<file path="src/rtl/player_controller.sv">
// Per-player fighter FSM: buttons and opponent hits in, state/health/position out, one cycle per frame.
// Optional invulnerability window after hitstun is enabled by defining PLAYER_INVULN_EN.
module player_controller #(
  parameter logic [2:0] MAX_HEALTH = 3'd5,
  parameter logic [8:0] START_POS  = 9'd64,
  parameter logic [8:0] POS_MIN    = 9'd0,
  parameter logic [8:0] POS_MAX    = 9'd319,
  parameter logic [8:0] SPEED      = 9'd2,
  parameter int         WINDUP     = 4,
  parameter int         ACTIVE     = 3,
  parameter int         RECOVERY   = 6,
  parameter int         HITSTUN    = 10,
  parameter int         IFRAMES    = 30
) (
  input  logic       clk,
  input  logic       reset,
  input  logic [2:0] game_state,
  input  logic       btn_left,
  input  logic       btn_right,
  input  logic       btn_attack,
  input  logic       btn_block,
  input  logic       opp_hit,
  output logic [3:0] player_state,
  output logic [2:0] player_health,
  output logic [8:0] player_pos,
  output logic       attack_active,
  output logic       invuln
);

  typedef enum logic [3:0] {
    ST_IDLE    = 4'd0,
    ST_LEFT    = 4'd1,
    ST_RIGHT   = 4'd2,
    ST_WINDUP  = 4'd3,
    ST_ATTACK  = 4'd4,
    ST_RECOVER = 4'd5,
    ST_BLOCK   = 4'd6,
    ST_HITSTUN = 4'd7,
    ST_DEAD    = 4'd8
  } state_t;

  localparam logic [2:0] GS_IDLE      = 3'd0;
  localparam logic [2:0] GS_COUNTDOWN = 3'd1;
  localparam logic [2:0] GS_FIGHT     = 3'd2;

  localparam logic [3:0] WINDUP_LD  = 4'(WINDUP - 1);
  localparam logic [3:0] ACTIVE_LD  = 4'(ACTIVE - 1);
  localparam logic [3:0] RECOVER_LD = 4'(RECOVERY - 1);
  localparam logic [3:0] HITSTUN_LD = 4'(HITSTUN - 1);

  state_t     state_q, state_d;
  logic [3:0] cnt_q, cnt_d;
  logic [2:0] health_q, health_d;
  logic [8:0] pos_q, pos_d;
  logic       att_q, att_d;
  logic       inv_active;
  logic       hit_ok;

  // Movement is computed one bit wider so neither limit can wrap.
  logic [9:0] pos_ext, speed_ext, min_ext, max_ext, pos_sum;
  logic [8:0] pos_left, pos_right;

  assign pos_ext   = {1'b0, pos_q};
  assign speed_ext = {1'b0, SPEED};
  assign min_ext   = {1'b0, POS_MIN};
  assign max_ext   = {1'b0, POS_MAX};
  assign pos_sum   = pos_ext + speed_ext;

  always_comb begin
    pos_left  = POS_MIN;
    pos_right = POS_MAX;
    if (pos_ext >= min_ext + speed_ext) begin
      pos_left = pos_q - SPEED;
    end
    if (pos_sum <= max_ext) begin
      pos_right = pos_sum[8:0];
    end
  end

  always_ff @(posedge clk) begin
    if (reset) begin
      state_q  <= ST_IDLE;
      cnt_q    <= 4'd0;
      health_q <= MAX_HEALTH;
      pos_q    <= START_POS;
      att_q    <= 1'b0;
    end else begin
      state_q  <= state_d;
      cnt_q    <= cnt_d;
      health_q <= health_d;
      pos_q    <= pos_d;
      att_q    <= att_d;
    end
  end

  always_comb begin
    state_d  = state_q;
    cnt_d    = cnt_q;
    health_d = health_q;
    pos_d    = pos_q;
    att_d    = 1'b0;
    hit_ok   = 1'b0;
    case (game_state)
      GS_IDLE, GS_COUNTDOWN: begin
        state_d  = ST_IDLE;
        cnt_d    = 4'd0;
        health_d = MAX_HEALTH;
        pos_d    = START_POS;
      end
      GS_FIGHT: begin
        hit_ok = opp_hit && (state_q != ST_DEAD) && (state_q != ST_HITSTUN) && !inv_active;
        if (hit_ok) begin
          if (state_q == ST_BLOCK) begin
            state_d = ST_BLOCK;
          end else begin
            health_d = (health_q == 3'd0) ? 3'd0 : health_q - 3'd1;
            if (health_d == 3'd0) begin
              state_d = ST_DEAD;
              cnt_d   = 4'd0;
            end else begin
              state_d = ST_HITSTUN;
              cnt_d   = HITSTUN_LD;
            end
          end
        end else begin
          if (state_q == ST_LEFT) begin
            pos_d = pos_left;
          end else if (state_q == ST_RIGHT) begin
            pos_d = pos_right;
          end
          case (state_q)
            ST_IDLE, ST_LEFT, ST_RIGHT: begin
              if (btn_attack) begin
                state_d = ST_WINDUP;
                cnt_d   = WINDUP_LD;
              end else if (btn_block) begin
                state_d = ST_BLOCK;
              end else if (btn_left && !btn_right) begin
                state_d = ST_LEFT;
              end else if (btn_right && !btn_left) begin
                state_d = ST_RIGHT;
              end else begin
                state_d = ST_IDLE;
              end
            end
            ST_WINDUP: begin
              if (cnt_q == 4'd0) begin
                state_d = ST_ATTACK;
                cnt_d   = ACTIVE_LD;
              end else begin
                cnt_d = cnt_q - 4'd1;
              end
            end
            ST_ATTACK: begin
              if (cnt_q == 4'd0) begin
                state_d = ST_RECOVER;
                cnt_d   = RECOVER_LD;
              end else begin
                cnt_d = cnt_q - 4'd1;
              end
            end
            ST_RECOVER, ST_HITSTUN: begin
              if (cnt_q == 4'd0) begin
                state_d = ST_IDLE;
              end else begin
                cnt_d = cnt_q - 4'd1;
              end
            end
            ST_BLOCK: begin
              state_d = btn_block ? ST_BLOCK : ST_IDLE;
            end
            default: begin
              state_d = state_q;
            end
          endcase
        end
        att_d = (state_d == ST_ATTACK);
      end
      default: begin
        att_d = 1'b0;
      end
    endcase
  end

`ifdef PLAYER_INVULN_EN
  localparam logic [4:0] IFRAMES_LD = 5'(IFRAMES - 1);

  logic       inv_q, inv_d;
  logic [4:0] icnt_q, icnt_d;
  logic       hitstun_exit;

  // Hits are ignored in HITSTUN, so a zero count there always means a timed exit.
  assign hitstun_exit = (game_state == GS_FIGHT) && (state_q == ST_HITSTUN) && (cnt_q == 4'd0);

  always_comb begin
    inv_d  = inv_q;
    icnt_d = icnt_q;
    if (game_state == GS_IDLE || game_state == GS_COUNTDOWN) begin
      inv_d  = 1'b0;
      icnt_d = 5'd0;
    end else if (game_state == GS_FIGHT) begin
      if (hitstun_exit) begin
        inv_d  = 1'b1;
        icnt_d = IFRAMES_LD;
      end else if (inv_q) begin
        if (icnt_q == 5'd0) begin
          inv_d = 1'b0;
        end else begin
          icnt_d = icnt_q - 5'd1;
        end
      end
    end
  end

  always_ff @(posedge clk) begin
    if (reset) begin
      inv_q  <= 1'b0;
      icnt_q <= 5'd0;
    end else begin
      inv_q  <= inv_d;
      icnt_q <= icnt_d;
    end
  end

  assign inv_active = inv_q;
`else
  assign inv_active = 1'b0;
`endif

  assign player_state  = state_q;
  assign player_health = health_q;
  assign player_pos    = pos_q;
  assign attack_active = att_q;
  assign invuln        = inv_active;

endmodule

</file>
<file path="config.mk">
export PLATFORM = sky130hd
export DESIGN_NAME = player_controller
export DESIGN_NICKNAME = d
export VERILOG_FILES = /design/src/rtl/player_controller.sv
export SDC_FILE = /design/constraint.sdc
export NUM_CORES = 1
export LEC_CHECK = 0
export BUFFER_PORTS_ARGS = -buffer_cell sky130_fd_sc_hd__buf_2
export CAP_MARGIN = 20
export CORE_MARGIN = 2
export CORE_UTILIZATION = 52
export DETAILED_ROUTE_END_ITERATION = 7
export PLACE_DENSITY = 0.71
export SYNTH_ARGS = -nofsm -noshare
export SYNTH_HDL_FRONTEND = slang
export SYNTH_SLANG_ARGS = --single-unit
export TNS_END_PERCENT = 50
</file>
<file path="constraint.sdc">
create_clock -name clk -period 5.3 [get_ports clk]
set_clock_uncertainty 0.05 [all_clocks]
set_input_delay 0 -clock clk [delete_from_list [all_inputs] [get_ports clk]]
set_output_delay 0 -clock clk [all_outputs]
set_load 0.02 [all_outputs]
</file>
* After elaboration in Yosys (flattened, before gate mapping)
Cells that the tools add are included.
** Cells by class
- Add/subtract/negate cells :: 4
- Magnitude comparators :: 2
- Equal/unequal tests :: 20
- Mux-type cells :: 33
- Bitwise logic cells :: 1
- Reductions and logical operators :: 19
** Operator list (number)
- 4-bit 2-to-1 mux :: 14
- 9-bit 2-to-1 mux :: 5
- 4-bit by 3-bit equality test with 1-bit output (second input constant) :: 5
- 4-bit case mux with 5 select lines :: 1
- 3-bit 2-to-1 mux :: 6
- 9-bit case mux with 2 select lines :: 1
- 4-bit case mux with 2 select lines :: 2
- 4-bit case mux with 4 select lines :: 1
- 4-bit inequality test (second input constant) :: 3
- 9-bit by 2-bit adder with 10-bit output (second input constant) :: 1
- 10-bit by 9-bit <= comparator with 1-bit output (second input constant) :: 1
- 9-bit by 2-bit greater-or-equal comparator with 1-bit output (second input constant) :: 1
- 3-bit logical NOT :: 3
- 9-bit by 2-bit subtractor with 9-bit output (second input constant) :: 1
- 4-bit by 2-bit equality test with 1-bit output (second input constant) :: 2
- 4-bit logical NOT :: 2
- 2-bit inequality test (second input constant) :: 3
- 3-bit inequality test (second input constant) :: 2
- 6-bit by 3-bit inequality test with 1-bit output (second input constant) :: 1
- 3-bit case mux with 2 select lines :: 1
- 3-bit AND reduction :: 2
- 2-bit OR reduction :: 3
- 5-bit AND reduction :: 1
- 4-bit by 1-bit equality test with 1-bit output (second input constant) :: 1
- other kinds (11) :: 16
** Word-level totals
- Register bits after elaboration :: 21
- Word-level logic and storage cells :: 84

* Logic depth before layout (Yosys ltp)
- Word-level depth :: 10
- Depth in mapped cells :: 8
- Gate-level depth less buffers :: 7

* Worst setup path after synthesis
Ideal clock, no wire load.
- Kind :: reg-to-reg
- Start point :: reg pos_q[2] (netlist: player_pos[2])
- End point :: reg pos_q[7] (netlist: player_pos[7])
- Library setup time :: 0.067 ns
- Arrival :: 2.222 ns
- Data required time :: 5.183 ns
- Setup slack :: 2.961 ns
- Cell stages (with the launch flop) :: 7
- Cell sequence :: dfxtp_1 ha_1 nand3_1 or4b_2 a211o_1 a221o_1 a21oi_2
** Between the ends
- Word-level cells in the longest chain between the ends :: 7
- Elaborated cells on any way between the ends :: 10
- Classes of those cells :: add/sub (2); order compare (2); mux (6)
** Ends and longest elaborated chain
- start: declaration :: line 54 : logic [8:0] pos_q, pos_d;
- start signal: assignment :: line 91 : pos_q <= pos_d;
- 9-bit by 2-bit adder with 10-bit output :: line 67 : assign pos_sum = pos_ext + speed_ext;
- 10-bit by 9-bit <= comparator with 1-bit output :: line 75 : if (pos_sum <= max_ext) begin
- 9-bit 2-to-1 mux :: line 75
- 9-bit 2-to-1 mux :: line 128 : end else if (state_q == ST_RIGHT) begin
- 9-bit 2-to-1 mux (*) :: line 126 : if (state_q == ST_LEFT) begin
- 9-bit 2-to-1 mux (*) :: line 112 : if (hit_ok) begin
- 9-bit case mux with 2 select lines (*) :: line 103 : case (game_state)
Every way passes the cells marked *; elsewhere a longest branch is shown, timed or not. The select of a mux whose other input is x is not followed.
A chain may end at the register's enable or synchronous reset.

* Worst setup path in the final report
- Start point :: reg state_q[3] (netlist: player_state[3])
- End point :: reg pos_q[7] (netlist: player_pos[7])
** Between the ends
- Word-level cells in the longest chain between the ends :: 5
- Elaborated cells on any way between the ends :: 12
- Classes of those cells :: eq/ne (6); mux (3); reduce/logical (3)
** Ends and longest elaborated chain
- start: declaration :: line 51 : state_t state_q, state_d;
- start signal: assignment :: line 88 : state_q <= state_d;
- 4-bit inequality test :: line 111 : hit_ok = opp_hit && (state_q != ST_DEAD) && (state_q != ST_HITSTUN) && !inv_active;
- 1-bit logical AND (2 in series) :: line 111
- 2-bit inequality test (no line)
- 3-bit AND reduction (no line)
Several ways; a longest one is shown, not always the timed one. The select of a mux whose other input is x is not followed.

==> results.md <==
- Input/output buffers: 26
- Commonest non-fill, non-tap cells in the layout: 26 x buf_2, 24 x nand2_1, 21 x inv_1, 21 x dfxtp_1
- FF+latch count, synth: 21
- Vias post-DR: 1,987
- First-pass GRT wire length: 7.96 mm
- Least-Margin Pin Slew: 0.952 ns
- Area Growth Syn to Fin: 7.70%
- VDD IR max: 0.000105 V
- Syn_area_per_cell: 7.41 sq um
- Post-synth top area share: 0.227
- Register area share after synthesis: 0.227
- Detail Route Antenna Nets: 0
- First-pass DRT Iterations: 5
- Die height: 63.7 microns
- Htree depth: 1
- Routed len/inst: 14.9 microns
- Cell variety after synth: 60
- Post-synth ARST share: 0
- Synth Net Count: 266
- Post-Synthesis Cells: 250
- FF-to-FF Start: player_state[3]$_SDFFE_PP0P_
- Area of the mapped netlist: 1850 sq um
- Final instance area: 1990 sq um
- CTS tree: done
- Root Buffer: clkbuf_4
- ANT cells: 0
- Min-Delay Endpoint: player_health[1]$_SDFFE_PP0P_
- Initial antenna violation count: 0
- Resize count post-CTS: 0
- Setup bufs post-CTS: 0
- Status: complete, no violations
- Final hold violations: 0
- Post-detail-place hpwl: 3.45 mm
- Fin. max-slew vios: 0
- Synth area leaders: dfxtp_1 23%, nand2_1 4.9%, inv_1 4.3%
- Total gr overflow: 0
- Sequential share of power: 0.555
- Reg2reg end: player_pos[7]$_SDFFE_PP0P_
- Fmax: 0.394 GHz
- Top Ports: 28
- TritonCTS Buffers: 3
- Min setup slack post-route: 2.76 ns
- CP delay by family, top: simple AND/OR/NAND/NOR gates
- Nets@finish: 280
- Routability congestion estimate: 0.877
- Final wirelength: 4.61 mm
- CP bufs+invs: 0
- CP Cell Sequence: or4b_4 -> or4b_2 -> a211o_1 -> a221o_1 -> a21oi_2
- Part of the power in combinational logic: 0.190
- Commonest non-fill, non-tap cell in the layout: buf_2
- Slew Limit Headroom: 0.362
- Vias per cell: 6.43
- Initial core utilization: 0.546
- Worst-case clock buffer depth: 2
- Setup TNS: 0 ns
- Hold_sp: game_state[2]
- Sw Pwr: 0.0875 mW
- Dominant cell type by area after synthesis: dfxtp_1
- FF-to-FF setup slack: 2.76 ns
- RSZ-0062 raised after global routing: false
- Row count: 21
- Slowest library cell on the worst path: dfxtp_1
- Clock latency on the worst-skew pair: 0.30 ns
- Number of synthesized flops with an enable pin: 0
- DRC violations left: 0
- Tightest Hold Check Type: in2reg
- Final Critical Period: 2.54 ns
- Data arrival, critical path: 2.73 ns
- Endpoints failing setup: 0
- Internal power: 0.211 mW
- Fill count: 336
- CP Max Fanout: 23
- YS warnings: 0
- CP startpoint kind: flip-flop
- Vias in the first global route: 1,666
- Leak pwr: 0.784 nW
- Ys flop type: dfxtp_1
- Required @ worst endpoint: 5.50 ns
- Switching share of power: 0.293
- GRT Resource Usage Total: 0.240
- Max cap viols: 0
- Setup crit end kind: flip-flop
- DR iter-0 viols: 154
- Post-place setup slack: 2.81 ns
- Power share of the clock group: 0.255
- Layout cell share with drive strength beyond 1: 0.144
- DIE WIDTH: 63.7 microns
- Placed Area: 1960 sq um
- Core region area: 3390 sq um
- CP peak stage delay: 0.80 ns
- CTS Sinks: 21
- Largest net degree at the start of global routing: 24
- Power Density: 150 nW/um^2
- Clock slew at reported path FFs: 0.11 ns
- Reg2Reg Depth: 5
- Die ar.: 4050 sq um
- Crit Path Class: reg2reg
- Tcrit/Tclk final: 0.479
- Hold path depth: 3
==> worst reg2reg max path: cells and delay by family, from the launching register on <==
kind            cells  cell delay (ns)
compound gates      3             0.73
flops               1             0.80
simple gates        2             0.90
==> worst max path at each step <==
stage                                            start                          to  slack (ns)  cells after the start
final                     player_state[3]$_SDFFE_PP0P_  player_pos[7]$_SDFFE_PP0P_        2.76                      5
after global routing      player_state[3]$_SDFFE_PP0P_  player_pos[7]$_SDFFE_PP0P_        2.66                      5
after CTS                 player_state[3]$_SDFFE_PP0P_  player_pos[7]$_SDFFE_PP0P_        2.77                      5
after global placement    player_state[3]$_SDFFE_PP0P_  player_pos[7]$_SDFFE_PP0P_        2.87                      5
after floorplan             player_pos[2]$_SDFFE_PP0P_  player_pos[7]$_SDFFE_PP0P_        2.96                      6
after detailed placement  player_state[3]$_SDFFE_PP0P_  player_pos[7]$_SDFFE_PP0P_        2.81                      5
==> synth_stat cells, types with 2 or more instances <==
cell type  number
o311ai_0        5
a211oi_1        5
o211ai_1        2
nor4b_1         3
o32a_1          2
or4b_4          2
mux2i_1         5
and3_1          3
nor4_1          7
a32oi_1         4
or4_1           3
nor3b_1         3
nand2_1        24
or3_1           3
nor2b_1         4
a22o_1          3
nand4_1         2
ha_1            6
o21a_1          2
o211a_1         2
inv_1          21
o221ai_1        2
o32ai_1         3
o31ai_1         4
a21oi_1        11
a31oi_1         7
buf_2           2
o21ai_0        12
a221o_1         2
nand3b_1        2
and2_1          2
nor2_1         12
nor3_1          7
xor2_1          2
clkbuf_1       14
o22ai_1         4
nand3_1         9
nand2b_1        2
dfxtp_1        21
==> timing repair <==
item                                    CTS  global route
endpoints found under the setup margin    0             0
hold buffers                              1             0
endpoints found under the hold margin     5             0
==> flip-flops by register name, indices dropped and copies added (netlist names) <==
signal         count
player_pos         9
cnt_q              4
attack_active      1
player_state       4
player_health      3
==> power groups by stage <==
stage	clock network (mW)	registers (mW)	logic [mW]
floorplan	0	0.167	0.0441
global placement	0	0.169	0.0554
detailed placement	0	0.169	0.0549
CTS	0.0796	0.166	0.0557
global route	0.0876	0.167	0.0626
finish	0.0763	0.166	0.0568
==> cell families after synthesis <==
family / share of synthesized area
AO/OA/AOI/OAI: 0.314
XOR/XNOR: 0.0142
adder cells (fa/ha/maj): 0.0459
buffers and inverters: 0.0865
flip-flops: 0.227
multiplexers: 0.0270
other: 0.00203
AND/OR/NAND/NOR: 0.283
==> routing by layer <==
| layer | share of wire | vias to the layer above | track usage |
|---|---|---|---|
| met5 | 0 | - | 0 |
| met4 | 0.0028 | 0 | 0.0571 |
| met3 | 0.075 | 2 | 0.0482 |
| met2 | 0.43 | 86 | 0.349 |
| met1 | 0.49 | 922 | 0.361 |
| li1 | - | 977 | - |
==> cell type report <==
class / instances / area, sq um / area share
clock buffer: 4 / 26.3 / 0.0132
timing repair buffer: 27 / 140 / 0.0703
multi-input combinational: 190 / 1270 / 0.637
inverter: 21 / 78.8 / 0.0395
tap: 46 / 57.6 / 0.0289
sequential: 21 / 420 / 0.211
==> metrics by stage <==
stage	power [mW]	instances	util	hold slack [ns]
final	0.299	309	0.588	0.0681
after global routing	0.317	309	0.588	0.0673
after CTS	0.301	309	0.588	0.0487
after detailed placement	0.224	304	0.578	0.233
after global placement	0.225	304	0.578	0.232
after floorplan	0.211	250	-	0.154
Power figures use the tool's default switching activity.
